**src/rtl/bin_bcd_seq_pkg.sv**
```systemverilog
// Shared definitions for the sequential binary-to-BCD converter.
package bin_bcd_seq_pkg;

  localparam int unsigned BCD_DIGIT_W = 4;
  localparam logic [3:0]  ADD3_THRESH = 4'd5;

  typedef enum logic {
    ST_IDLE  = 1'b0,
    ST_SHIFT = 1'b1
  } state_t;

  // Smallest digit count whose decimal range covers every BIN_W-bit value.
  function automatic int unsigned min_digits(input int unsigned bin_w);
    logic [63:0]  lim;
    logic [63:0]  p;
    int unsigned  d;
    lim = 64'd1 << bin_w;
    p   = 64'd1;
    d   = 0;
    for (int unsigned i = 0; i < 20; i++) begin
      if (p < lim) begin
        p = p * 64'd10;
        d++;
      end
    end
    return d;
  endfunction

endpackage

```
**src/rtl/bin_bcd_seq_if.sv**
```systemverilog
// start/busy/done handshake and data bus of the binary-to-BCD converter.
interface bin_bcd_seq_if
  import bin_bcd_seq_pkg::*;
#(
  parameter int unsigned BIN_W  = 8,
  parameter int unsigned DIGITS = 3
);

  logic                          start;
  logic [BIN_W-1:0]              bin_in;
  logic                          busy;
  logic                          done;
  logic [BCD_DIGIT_W*DIGITS-1:0] bcd_out;

  modport master (output start, bin_in, input busy, done, bcd_out);
  modport slave  (input start, bin_in, output busy, done, bcd_out);

endinterface

```
**src/rtl/bin_bcd_seq_add3_digit.sv**
```systemverilog
// Double-dabble correction for one BCD digit: add 3 when the digit is 5 or more.
module bcd_add3_digit
  import bin_bcd_seq_pkg::*;
(
  input  logic [3:0] din,
  output logic [3:0] dout
);

  assign dout = (din >= ADD3_THRESH) ? din + 4'd3 : din;

endmodule

```
**src/rtl/bin_bcd_seq.sv**
```systemverilog
// Sequential shift-and-add-3 binary-to-BCD converter, one input bit per clock.
module bin_bcd_seq
  import bin_bcd_seq_pkg::*;
#(
  parameter int unsigned BIN_W  = 8,
  parameter int unsigned DIGITS = 3
)(
  input  logic           clk,
  input  logic           rst,
  bin_bcd_seq_if.slave   bus
);

  localparam int unsigned SW = BCD_DIGIT_W * DIGITS;
  localparam int unsigned CW = $clog2(BIN_W + 1);

  if (DIGITS < min_digits(BIN_W)) begin : g_digits_chk
    $error("bin_bcd_seq: DIGITS=%0d too small for BIN_W=%0d", DIGITS, BIN_W);
  end

  state_t           state, state_nxt;
  logic [BIN_W-1:0] shreg, shreg_nxt;
  logic [SW-1:0]    scratch, scratch_nxt;
  logic [SW-1:0]    adj;
  logic [CW-1:0]    cnt, cnt_nxt;
  logic [SW-1:0]    bcd_q, bcd_nxt;
  logic             done_q, done_nxt;

  for (genvar g = 0; g < DIGITS; g++) begin : g_add3
    bcd_add3_digit u_add3 (
      .din  (scratch[g*BCD_DIGIT_W +: BCD_DIGIT_W]),
      .dout (adj[g*BCD_DIGIT_W +: BCD_DIGIT_W])
    );
  end

  always_ff @(posedge clk or posedge rst) begin
    if (rst) begin
      state   <= ST_IDLE;
      shreg   <= '0;
      scratch <= '0;
      cnt     <= '0;
      bcd_q   <= '0;
      done_q  <= 1'b0;
    end else begin
      state   <= state_nxt;
      shreg   <= shreg_nxt;
      scratch <= scratch_nxt;
      cnt     <= cnt_nxt;
      bcd_q   <= bcd_nxt;
      done_q  <= done_nxt;
    end
  end

  always_comb begin
    state_nxt   = state;
    shreg_nxt   = shreg;
    scratch_nxt = scratch;
    cnt_nxt     = cnt;
    bcd_nxt     = bcd_q;
    done_nxt    = 1'b0;
    case (state)
      ST_IDLE: begin
        if (bus.start) begin
          state_nxt   = ST_SHIFT;
          shreg_nxt   = bus.bin_in;
          scratch_nxt = '0;
          cnt_nxt     = CW'(BIN_W);
        end
      end
      ST_SHIFT: begin
        // Corrected digits and the remaining binary bits shift as one register.
        {scratch_nxt, shreg_nxt} = {adj, shreg} << 1;
        cnt_nxt = cnt - CW'(1);
        if (cnt == CW'(1)) begin
          bcd_nxt   = scratch_nxt;
          done_nxt  = 1'b1;
          state_nxt = ST_IDLE;
        end
      end
      default: state_nxt = ST_IDLE;
    endcase
  end

  assign bus.busy    = (state == ST_SHIFT);
  assign bus.done    = done_q;
  assign bus.bcd_out = bcd_q;

endmodule

```
**src/flat_wrapper.sv**
```systemverilog
// flat-port wrapper written by rule: the top's interface ports become plain ports
module bin_bcd_seq_flat import bin_bcd_seq_pkg::*;
#(
  parameter int unsigned BIN_W  = 8,
  parameter int unsigned DIGITS = 3
)
  (clk, rst, bus_start, bus_bin_in, bus_busy, bus_done, bus_bcd_out);
  bin_bcd_seq_if #(.BIN_W(BIN_W), .DIGITS(DIGITS)) bus_i ();
  input  logic clk;
  input  logic rst;
  input wire logic [$bits(bus_i.start)-1:0] bus_start;
  input wire logic [$bits(bus_i.bin_in)-1:0] bus_bin_in;
  output wire logic [$bits(bus_i.busy)-1:0] bus_busy;
  output wire logic [$bits(bus_i.done)-1:0] bus_done;
  output wire logic [$bits(bus_i.bcd_out)-1:0] bus_bcd_out;
  assign bus_i.start = bus_start;
  assign bus_i.bin_in = bus_bin_in;
  assign bus_busy = bus_i.busy;
  assign bus_done = bus_i.done;
  assign bus_bcd_out = bus_i.bcd_out;
  bin_bcd_seq #(.BIN_W(BIN_W), .DIGITS(DIGITS)) u_core (.clk(clk), .rst(rst), .bus(bus_i));
endmodule
```
**config.mk**
```make
export PLATFORM = sky130hd
export DESIGN_NAME = bin_bcd_seq_flat
export DESIGN_NICKNAME = d
export VERILOG_FILES = /design/src/rtl/bin_bcd_seq_pkg.sv /design/src/rtl/bin_bcd_seq_if.sv /design/src/rtl/bin_bcd_seq_add3_digit.sv /design/src/rtl/bin_bcd_seq.sv /design/src/flat_wrapper.sv
export SDC_FILE = /design/constraint.sdc
export NUM_CORES = 1
export LEC_CHECK = 0
export CAP_MARGIN = 30
export CORE_UTILIZATION = 48
export CTS_CLUSTER_SIZE = 14
export DETAILED_ROUTE_END_ITERATION = 10
export PLACE_DENSITY = 0.7
export SYNTH_ARGS = -nofsm -noshare
export SYNTH_HDL_FRONTEND = slang
export SYNTH_SLANG_ARGS = --single-unit
```
**constraint.sdc**
```tcl
create_clock -name clk -period 1.7 [get_ports clk]
set_input_delay 0.34 -clock clk [delete_from_list [all_inputs] [get_ports clk]]
set_output_delay 0.34 -clock clk [all_outputs]
set_load 0.05 [all_outputs]
```
==> impl_metrics.json <==
{
  "cts_made_buffers": 5,
  "synthesis.area_um2": 1830,
  "final_net_count": 225,
  "antenna_found_initial": 0,
  "cts_tree": "yes",
  "placementRows": 22,
  "grt_pass1_vias": 1325,
  "postCtsHoldBufs": 0,
  "vias_per_cell": 5.22,
  "initial_utilization_pct": 50.0,
  "crit_chain": "inv_1, ha_1, or4b_4, clkinv_8, mux2_4",
  "hpwl_um": 2340,
  "synth.area.top_cells": "dfrtp_1 (52%), nand2_1 (5.7%), ha_1 (5.5%)",
  "dieArea_um2": 4070,
  "synth_top_family_by_area": "compound AO/OA/AOI/OAI gates",
  "start_kind": "flop",
  "r2r_start": "u_core.cnt[1]",
  "multi_input_area_um2": 812,
  "crit_path_max_incr_delay_ps": 500,
  "rsz0062_at_grt": "no",
  "dieHeight_um": 63.8,
  "synth_edf_count": 0,
  "dieWidth_um": 63.8,
  "final_cells": 255,
  "drive_gt1_share_pct": 23.2,
  "yosysUniqueCellTypes": 30,
  "finalCriticalPeriod_ps": 1610,
  "num_vias": 1331,
  "grt_max_degree": 39,
  "end_kind": "flop",
  "ys_warn_count": 0,
  "critPathKind": "reg2reg",
  "final_max_slew_viol_count": 0,
  "cts_resized": 0,
  "slew_headroom_pct": 79.0,
  "n_fill_cell": 299,
  "reg2reg_to": "u_core.bus.bcd_out[9]",
  "routed_wl_um": 3360,
  "yosysTopAreaCell": "dfrtp_1",
  "ys_ff_latch": 38,
  "grt_use_met2_pct": 32.6,
  "p_leak_nw": 1.07,
  "rrSetupSlack_ps": 90,
  "area_delta_synth_final_pct": 23.7,
  "clkSinkCount": 38,
  "clock_skew_ps": 7.70,
  "diodes": 0,
  "cts-root-buf": "clkbuf_8",
  "crit_fanout": 9,
  "top_level_ports": 25,
  "powerDensity_nw_per_um2": 2010,
  "required_ps": 1880,
  "grt.busiest_layer": "met2",
  "synth_fa_ha_area_share_pct": 5.46,
  "clock_latency_ps": 290,
  "port_buffers": 24,
  "finalSetupViolations": 0,
  "track_usage_pct": 19.4,
  "dp.cells": 247,
  "route.detailed.wl_per_inst_um": 13.2,
  "seq_area_frac_synth_pct": 51.9,
  "cts_buffer_depth": 2,
  "postCtsSetupBuffers": 0,
  "ir_drop_uv": 1040,
  "coreArea_um2": 3660,
  "hold_viol_final": 0,
  "seq_area_um2": 952,
  "synthMostInstantiatedCell": "dfrtp_1",
  "fin_crit_sh_pct": 94.7,
  "htreeDepth": 2,
  "grt_first_pass_wirelength_um": 5950,
  "globalRouteMet3Util_pct": 6.61,
  "synth_nets": 195,
  "rr_worst_depth": 5,
  "setup_tns_ps": 0,
  "status": "finished clean",
  "yosys.area_share.simple_pct": 12.7,
  "cap_violations": 0,
  "dr.pass1.iters": 4,
  "post-route-util_pct": 61.9,
  "synth_compound_area_share_pct": 13.4,
  "cp.arrival_ps": 1790,
  "cts.reportedPaths.clkPinSlew_ps": 70,
  "worst_slew_pin_slew_ps": 315,
  "post_synth_mux_area_share_pct": 8.54,
  "ant_nets": 0,
  "synth_top_area_share_pct": 51.9,
  "max_freq_mhz": 621,
  "globalRouteOverflowTotal": 0,
  "drtIter0Drc": 64,
  "crit_slowest_cell": "or4b_4",
  "gp_congestion": 0.779,
  "grt_use_met1_pct": 22.5,
  "drc": 0,
  "ys.flop_type": "dfrtp_1",
  "hold_class": "in2async",
  "avgSynthCellArea_um2": 10.4,
  "async_reset_ff_share_pct": 100,
  "synth_common_cells": "dfrtp_1 (38), nand2_1 (28), o21ai_0 (11)",
  "synthCells": 176,
  "synthXorXnorAreaFrac_pct": 1.91
}
logic make-up (layout without fill, tap and decap cells):
group / after synthesis / in the layout
buf+inv: 21 / 52
simple gates: 49 / 49
compound gates: 41 / 41
flops: 38 / 38
mux: 15 / 15
xor+xnor: 4 / 4
fa+ha+maj: 8 / 8
per-layer routing:
layer	vias up	share of wire, %
met1	642	45
met5	-	0
met2	27	50
li1	658	-
met3	4	3.4
met4	0	1.6
report_power, final:
part           switching, mW  internal [mW]
clock                  0.314          0.327
sequential             0.290           1.29
combinational           1.35          0.971
total                   1.96           2.59
sequential cells by signal, indices dropped and copies added (netlist names):
signal,cells
u_core.bus.bcd_out,12
u_core.bus.busy,1
u_core.cnt,4
u_core.scratch,12
u_core.shreg,8
u_core.bus.done,1
worst max path at each step:
stage,slack (ps),end,cells after the start,from
after floorplan,-120,u_core.bus.bcd_out[10],6,u_core.bus.busy
after global placement,60,u_core.scratch[2],6,u_core.scratch[0]
after detailed placement,20,u_core.scratch[2],6,u_core.scratch[0]
after CTS,10,u_core.scratch[2],6,u_core.scratch[0]
after global routing,6,u_core.bus.bcd_out[9],5,u_core.cnt[1]
final,90,u_core.bus.bcd_out[9],5,u_core.cnt[1]
area by class of cell:
type,count,area share (%)
Timing Repair Buffer,32,12.8
Inverter,12,2.65
Multi-Input combinational cell,117,35.8
Sequential cell,38,42.0
Clock inverter,1,0.221
Clock buffer,7,3.81
Tap cell,48,2.65
metrics by stage:
| stage | hold slack (ps) | power, mW | setup WS, ps | instance area [um^2] |
|---|---|---|---|---|
| floorplan | 449 | 3.30 | -123 | 1860 |
| global placement | 456 | 3.79 | 56.2 | 2150 |
| detailed placement | 470 | 3.88 | 20.5 | 2150 |
| CTS | 403 | 4.53 | 10.1 | 2250 |
| global route | 422 | 4.89 | 6.01 | 2270 |
| finish | 399 | 4.54 | 89.8 | 2270 |
worst max-delay path, delay by kind of cell (launching register included):
kind / cells / cell delay [ps]
buffers and inverters: 2 / 180
muxes: 1 / 290
DFF: 1 / 390
and+or+nand+nor: 1 / 500
adders and majority gates: 1 / 130
placed cells by master, fill, tap and decap left out, types with 2 or more instances in the layout:
master	count
dfrtp_1	37
nand2_1	25
buf_4	20
o21ai_0	11
mux2i_1	10
clkdlybuf4s50_1	10
inv_1	9
a21oi_1	7
o22ai_1	7
ha_1	7
nor3b_1	6
clkbuf_8	6
nor2_1	5
a21o_1	5
xnor2_1	4
nor3_1	4
mux2_4	4
nand2b_1	3
nand2_2	3
o21ai_2	3
o21ai_1	3
a21oi_2	2
buf_12	2
Power figures use the tool's default switching activity.
